## src/rtl/cram_diag_loader_if.sv

```systemverilog
// Request/response bundle between a diagnostic controller and the CRAM loader.
// Bit vectors keep the machine's MSB-first numbering ([0:N], bit 0 = MSB).
interface cram_diag_loader_if;
    logic        start;
    logic [0:10] adr;
    logic [0:79] data;
    logic        busy;
    logic        done;
    logic        diagLoadFunc;
    logic [4:6]  diag;
    logic        ebusDrive;
    logic [0:35] ebusData;

    modport master (
        output start, adr, data,
        input  busy, done, diagLoadFunc, diag, ebusDrive, ebusData
    );

    modport slave (
        input  start, adr, data,
        output busy, done, diagLoadFunc, diag, ebusDrive, ebusData
    );
endinterface

```

## src/rtl/cram_diag_loader.sv

```systemverilog
// Loads one 80-bit CRAM word over EBUS using six diagnostic function phases
// (address low/high, then four 20-bit write slices), each setup/strobe/hold.
module cram_diag_loader #(
    parameter int SETUP_CYC  = 1,
    parameter int STROBE_CYC = 2
) (
    input logic               clk,
    input logic               RESET_N,
    cram_diag_loader_if.slave bus
);
    typedef enum logic [2:0] {
        ST_IDLE,
        ST_SETUP,
        ST_STROBE,
        ST_HOLD,
        ST_DONE
    } state_t;

    localparam logic [2:0] SETUP_LAST  = 3'(SETUP_CYC - 1);
    localparam logic [2:0] STROBE_LAST = 3'(STROBE_CYC - 1);
    localparam logic [2:0] LAST_PHASE  = 3'd5;

    state_t      state_q;
    logic [2:0]  phase_q;
    logic [2:0]  phase_d;
    logic [2:0]  cnt_q;
    logic [0:10] adr_q;
    logic [0:79] data_q;
    logic        busy_q;
    logic        done_q;
    logic        strobe_q;
    logic        drive_q;
    logic [4:6]  diag_q;
    logic [0:35] ebus_q;

    // The counter only spans one sub-step (setup or strobe), so 3 bits cover 1..7.
    assign phase_d = phase_q + 3'd1;

    function automatic logic [4:6] phaseDiag(input logic [2:0] p);
        case (p)
            3'd0:    phaseDiag = 3'd1;
            3'd1:    phaseDiag = 3'd2;
            3'd2:    phaseDiag = 3'd7;
            3'd3:    phaseDiag = 3'd6;
            3'd4:    phaseDiag = 3'd5;
            3'd5:    phaseDiag = 3'd4;
            default: phaseDiag = 3'd0;
        endcase
    endfunction

    function automatic logic [0:35] phaseEbus(input logic [2:0] p,
                                              input logic [0:10] a,
                                              input logic [0:79] d);
        logic [0:35] e;
        e = '0;
        case (p)
            3'd0:    e[0:5]  = a[5:10];
            3'd1:    e[1:5]  = a[0:4];
            3'd2:    e[0:19] = d[0:19];
            3'd3:    e[0:19] = d[20:39];
            3'd4:    e[0:19] = d[40:59];
            3'd5:    e[0:19] = d[60:79];
            default: e       = '0;
        endcase
        return e;
    endfunction

    // diag/ebusData are loaded only when a phase begins, keeping them stable across its strobe.
    always_ff @(posedge clk) begin
        if (!RESET_N) begin
            state_q  <= ST_IDLE;
            phase_q  <= '0;
            cnt_q    <= '0;
            adr_q    <= '0;
            data_q   <= '0;
            busy_q   <= 1'b0;
            done_q   <= 1'b0;
            strobe_q <= 1'b0;
            drive_q  <= 1'b0;
            diag_q   <= '0;
            ebus_q   <= '0;
        end else begin
            case (state_q)
                ST_IDLE: begin
                    if (bus.start) begin
                        adr_q   <= bus.adr;
                        data_q  <= bus.data;
                        phase_q <= '0;
                        cnt_q   <= '0;
                        state_q <= ST_SETUP;
                        busy_q  <= 1'b1;
                        drive_q <= 1'b1;
                        diag_q  <= phaseDiag(3'd0);
                        ebus_q  <= phaseEbus(3'd0, bus.adr, bus.data);
                    end
                end
                ST_SETUP: begin
                    if (cnt_q == SETUP_LAST) begin
                        cnt_q    <= '0;
                        state_q  <= ST_STROBE;
                        strobe_q <= 1'b1;
                    end else begin
                        cnt_q <= cnt_q + 3'd1;
                    end
                end
                ST_STROBE: begin
                    if (cnt_q == STROBE_LAST) begin
                        cnt_q    <= '0;
                        state_q  <= ST_HOLD;
                        strobe_q <= 1'b0;
                    end else begin
                        cnt_q <= cnt_q + 3'd1;
                    end
                end
                ST_HOLD: begin
                    cnt_q <= '0;
                    if (phase_q == LAST_PHASE) begin
                        phase_q <= '0;
                        state_q <= ST_DONE;
                        busy_q  <= 1'b0;
                        drive_q <= 1'b0;
                        done_q  <= 1'b1;
                        diag_q  <= '0;
                        ebus_q  <= '0;
                    end else begin
                        phase_q <= phase_d;
                        state_q <= ST_SETUP;
                        diag_q  <= phaseDiag(phase_d);
                        ebus_q  <= phaseEbus(phase_d, adr_q, data_q);
                    end
                end
                ST_DONE: begin
                    done_q  <= 1'b0;
                    state_q <= ST_IDLE;
                end
                default: begin
                    state_q <= ST_IDLE;
                end
            endcase
        end
    end

    assign bus.busy         = busy_q;
    assign bus.done         = done_q;
    assign bus.diagLoadFunc = strobe_q;
    assign bus.ebusDrive    = drive_q;
    assign bus.diag         = diag_q;
    assign bus.ebusData     = ebus_q;
endmodule
```

## src/flat_wrapper.sv

```systemverilog
// flat-port wrapper written by rule: the top's interface ports become plain ports
module cram_diag_loader_flat 
#(
    parameter int SETUP_CYC  = 1,
    parameter int STROBE_CYC = 2
)
  (clk, RESET_N, bus_start, bus_adr, bus_data, bus_busy, bus_done, bus_diagLoadFunc, bus_diag, bus_ebusDrive, bus_ebusData);
  cram_diag_loader_if bus_i ();
  input logic clk;
  input logic RESET_N;
  input wire logic [$bits(bus_i.start)-1:0] bus_start;
  input wire logic [$bits(bus_i.adr)-1:0] bus_adr;
  input wire logic [$bits(bus_i.data)-1:0] bus_data;
  output wire logic [$bits(bus_i.busy)-1:0] bus_busy;
  output wire logic [$bits(bus_i.done)-1:0] bus_done;
  output wire logic [$bits(bus_i.diagLoadFunc)-1:0] bus_diagLoadFunc;
  output wire logic [$bits(bus_i.diag)-1:0] bus_diag;
  output wire logic [$bits(bus_i.ebusDrive)-1:0] bus_ebusDrive;
  output wire logic [$bits(bus_i.ebusData)-1:0] bus_ebusData;
  assign bus_i.start = bus_start;
  assign bus_i.adr = bus_adr;
  assign bus_i.data = bus_data;
  assign bus_busy = bus_i.busy;
  assign bus_done = bus_i.done;
  assign bus_diagLoadFunc = bus_i.diagLoadFunc;
  assign bus_diag = bus_i.diag;
  assign bus_ebusDrive = bus_i.ebusDrive;
  assign bus_ebusData = bus_i.ebusData;
  cram_diag_loader #(.SETUP_CYC(SETUP_CYC), .STROBE_CYC(STROBE_CYC)) u_core (.clk(clk), .RESET_N(RESET_N), .bus(bus_i));
endmodule
```

## config.mk

```make
export PLATFORM = sky130hd
export DESIGN_NAME = cram_diag_loader_flat
export DESIGN_NICKNAME = d
export VERILOG_FILES = /design/src/rtl/cram_diag_loader_if.sv /design/src/rtl/cram_diag_loader.sv /design/src/flat_wrapper.sv
export SDC_FILE = /design/constraint.sdc
export NUM_CORES = 1
export LEC_CHECK = 0
export ABC_AREA = 1
export CORE_MARGIN = 2
export CORE_UTILIZATION = 42
export DETAILED_ROUTE_END_ITERATION = 12
export GPL_TIMING_DRIVEN = 0
export PLACE_DENSITY = 0.74
export SYNTH_ARGS = -nofsm -noshare
export SYNTH_HDL_FRONTEND = slang
export SYNTH_SLANG_ARGS = --single-unit
```

## constraint.sdc

```tcl
create_clock -name clk -period 3.6 [get_ports clk]
set_input_delay 0.54 -clock clk [delete_from_list [all_inputs] [get_ports clk]]
set_output_delay 0.54 -clock clk [all_outputs]
set_load 0.05 [all_outputs]
```

# Word-level counts from Yosys, hierarchy flattened
# Cells that the tools add are included.
[op_classes]
addsub = 2
n_eq_ne = 15
n_mux = 28
n_reduce_logical = 14
[ops]
columns = ["cell", "count"]
rows = [
  ["36-bit 2-to-1 mux", 2],
  ["36-bit one-hot mux with 2 select lines", 1],
  ["14-bit one-hot mux with 4 select lines", 1],
  ["5-bit one-hot mux with 6 select lines", 1],
  ["3-bit 2-to-1 mux", 9],
  ["3-bit one-hot mux with 4 select lines", 2],
  ["3-bit one-hot mux with 6 select lines", 1],
  ["3-bit by 2-bit equality test with 1-bit output (second input constant)", 4],
  ["3-bit equality test (second input constant)", 4],
  ["3-bit one-hot mux with 2 select lines", 2],
  ["3-bit by 1-bit equality test with 1-bit output (second input constant)", 3],
  ["3-bit zero test", 3],
  ["3-bit AND reduction", 3],
  ["2-bit AND reduction", 4],
  ["3-bit by 1-bit adder with 3-bit output (second input constant)", 2],
  ["2-bit by 1-bit inequality test with 1-bit output (second input constant)", 3],
  ["1-bit one-hot mux with 2 select lines", 3],
  ["2-bit nonzero test", 3],
  ["1-bit 2-to-1 mux", 5],
  ["1-bit one-hot mux with 5 select lines", 1],
  ["4-bit nonzero test", 1],
  ["2-bit inequality test (second input constant)", 1],
]
[totals]
ff_bits = 142
input_bits = 94
out_inout_bits = 43
wordCells = 69

# Longest topological paths before layout
[depth]
depth_word = 5
ltp_mapped = 10
ltp_nobuf = 9

# Worst setup path after synthesis
# Ideal clock, no wire load.
[synth_timing]
path_kind = "register -> output"
start = "register, netlist name u_core.bus.busy"
end = "output port bus_ebusDrive"
arrival_ns = 0.913
t_required_ns = 3.060
setup_slack_ns = 2.147
path_stages_with_launch = 2
cell_sequence = "dfxtp_1 > buf_4"
[synth_lines]
columns = ["item", "line_no", "text"]
rows = [
  ["end: declaration", "flat_wrapper.sv:18", "output wire logic [$bits(bus_i.ebusDrive)-1:0] bus_ebusDrive;"],
]

==> metrics.md <==
| Metric | Value |
|---|---|
| Status | finished clean |
| Setup Crit Path Kind | reg -> out |
| Clk_skew | 0.00560 ns |
| IR drop worst, VDD | 256 uV |
| Fillers | 1167 |
| Critical path peak fanout | 3 |
| Max Fclk | 0.454 GHz |
| Setup slack, reg-to-reg | 1.94 ns |
| Reg power frac | 35.0% |
| Die area | 13700 um2 |
| Gr usage total | 24.8% |
| Synth Cell Area | 5390 um2 |
| Largest net degree at the start of global routing | 17 |
| RR Endpoint | u_core.data_q[66] |
| Hold Path Class | reg -> reg |
| Fin crit period | 2.20 ns |
| Nets | 1014 |
| Sink Count | 126 |
| Power Density | 665 nW/um2 |
| Ys async rst share | 0% |
| Most frequent cells after synthesis | nand2_1, dfxtp_1, a21oi_1 |
| Worst reg2reg path depth | 7 |
| Ant diodes | 0 |
| Core area | 12600 um2 |
| Seq cells post-synth | 126 |
| Layout cell share with drive strength beyond 1 | 9.35% |
| Count leader, synth | nand2_1 |
| Area of the multi-input gates | 2430 um2 |
| Clock Power Share | 38.9% |
| Post-CTS setup buffer count | 0 |
| Number of buffers added on ports | 120 |
| Total number of vias | 5463 |
| Clock buffer count from CTS | 17 |
| Count of final max-slew check failures | 0 |
| Total Wirelength | 16.3 mm |
| Area share of the largest cell type after synthesis | 46.8% |
| Ranking of synthesized cells by area | dfxtp_1, nand2_1, a21oi_1 |
| Final hold vios | 0 |
| DIE WIDTH | 117 um |
| Min-Delay Startpoint | u_core.data_q[68] |
| Tcrit/Tclk final | 61.2% |
| WP data required | 3.06 ns |
| # DRC | 0 |
| Hold Path Depth | 2 |
| Post-synth EDFFs | 0 |
| Sequential fraction of the synthesis area | 46.8% |
| RSZ-0062 raised after global routing | false |
| Relative slew slack | 51.8% |
| Cell-internal power | 3.43 mW |
| Clk slew on worst S/H paths | 0.05 ns |
| HPWL after DPL | 11.7 mm |
| Chip height | 117 um |
| Mapped Cells | 763 |
| Setup crit start kind | flip-flop |
| FF/Latch Area | 2520 um2 |
| Worst-Margin Slew | 0.724 ns |
| Hold Path Sink | u_core.data_q[68] |
| Clk_lat worst skew | 0.41 ns |
| Yosys cell types | 27 |
| Total gr overflow | 0 |
| FF-to-FF Start | u_core.state_q[2] |
| Hold Slack | 0.449 ns |
| Initial Utilization | 42.9% |
| CTS H-tree depth | 4 |
| Lkg Pwr | 3.00 nW |
| Crit path DAT | 1.66 ns |
| First-pass GRT wire length | 25.6 mm |
| Number of vias per cell | 4.96 |
| Sw frac | 31.7% |
| IO Pins | 137 |
| Combinational Power Share | 26.1% |
| Pre-antenna DRT Iters | 5 |
| CTS Hold Bufs | 0 |
| Iteration-0 DRC count of the detailed router | 422 |
| Initial antenna violation count | 0 |
| Ys Warns | 0 |
| Final setup fails | 0 |
| Max-cap violations | 0 |
| Drt wl/cell | 14.8 um |
| Mean Syn Cell Area | 7.06 um2 |
| CTS tree | yes |
| Post-CTS Resized | 0 |
| Maximum root-to-sink buffer count | 2 |
| Vias in the first global route | 5154 |
| Routed Antenna Nets | 0 |
| Synth-to-Final Area Change | 40.1% |
| Routability Congestion | 0.914 |
| Critical Path Sink Type | output port |
| P_sw | 1.59 mW |
| Root Buffer | clkbuf_16 |
| Top FF cell, synth | dfxtp_1 |
| Setup TNS | 0 ns |
| Num rows | 41 |
| Cell accounting for the most synthesized area | dfxtp_1 |
## kinds of logic (layout without fill, tap and decap cells)
group,after synthesis,after routing,share of synthesized area [%]
compound gates,145,145,13.7
fa+ha+maj,3,3,0.697
buf+inv,92,244,9.10
flops,126,126,46.8
other cells,1,16,0.0696
simple gates,396,396,29.6
## layer usage
layer	GRT usage (%)	wire length (um)	share of wire (%)	vias up
li1	-	-	-	2714
met1	33.0	7050	43	2464
met2	40.5	7630	47	262
met4	7.92	216	1.3	0
met5	0	0	0	-
met3	4.94	1420	8.7	23
## sequential cells by signal, indices dropped and copies added, names as in the netlist
| register | flops |
|---|---|
| u_core.phase_q | 3 |
| u_core.bus.busy | 1 |
| u_core.bus.done | 1 |
| u_core.adr_q | 11 |
| u_core.bus.diagLoadFunc | 1 |
| u_core.data_q | 80 |
| u_core.cnt_q | 3 |
| u_core.state_q | 3 |
| u_core.bus.diag | 3 |
| u_core.bus.ebusData | 20 |
## per-stage QoR
step	std cells	power, mW	util [%]	area, um2	setup slack [ns]
CTS	1102	5.02	60.0	7550	1.38
global route	1102	5.27	60.0	7550	1.32
detailed placement	1070	3.07	54.6	6860	1.14
floorplan	778	2.62	-	5440	2.15
finish	1102	5.02	60.0	7550	1.40
global placement	1070	3.05	54.6	6860	1.14
## how the worst max path moves through the flow
stage,end,start,depth (start not counted)
floorplan,bus_ebusDrive,u_core.bus.busy,1
global placement,u_core.data_q[10],RESET_N,5
detailed placement,u_core.data_q[12],RESET_N,5
CTS,bus_ebusDrive,u_core.bus.busy,2
global route,bus_ebusDrive,u_core.bus.busy,2
finish,bus_ebusDrive,u_core.bus.busy,2
## critical path: stages, from the launching register on
cell	delay, ns
dfxtp_1	0.35
buf_4	0.11
clkdlybuf4s50_1	0.78
## cell type report
cell class	instances	share of cell area (%)
inverter	32	1.59
clock inverter	8	2.32
clock buffer	24	6.78
sequential	126	33.4
timing repair buffer	120	15.9
tap	172	2.85
multi-input combinational	560	32.2
buffer	60	4.91
## power by group through the flow
stage	logic, mW	clock network [mW]	registers (mW)
global route	1.45	2.04	1.78
detailed placement	1.30	0	1.78
finish	1.31	1.95	1.76
global placement	1.28	0	1.77
CTS	1.31	1.96	1.75
floorplan	0.788	0	1.84
## layout by cell type, fill, tap and decap left out, types with 2 or more instances in the layout
master and n:
a21oi_1 122, buf_2 8, buf_4 26, buf_6 5, bufinv_16 5, clkbuf_1 22, clkbuf_16 17, clkbuf_8 6
clkdlybuf4s50_1 120, clkinv_4 2, conb_1 16, dfxtp_1 126, ha_1 3, inv_1 25, inv_2 6, nand2_1 333
nand2_2 2, nand3_1 15, nand4_1 14, nor2_1 21, nor2_2 4, nor2_4 3, nor3_1 2, o211ai_1 2
o21a_1 2, o21ai_0 16
(Power assumes the default switching activity.)
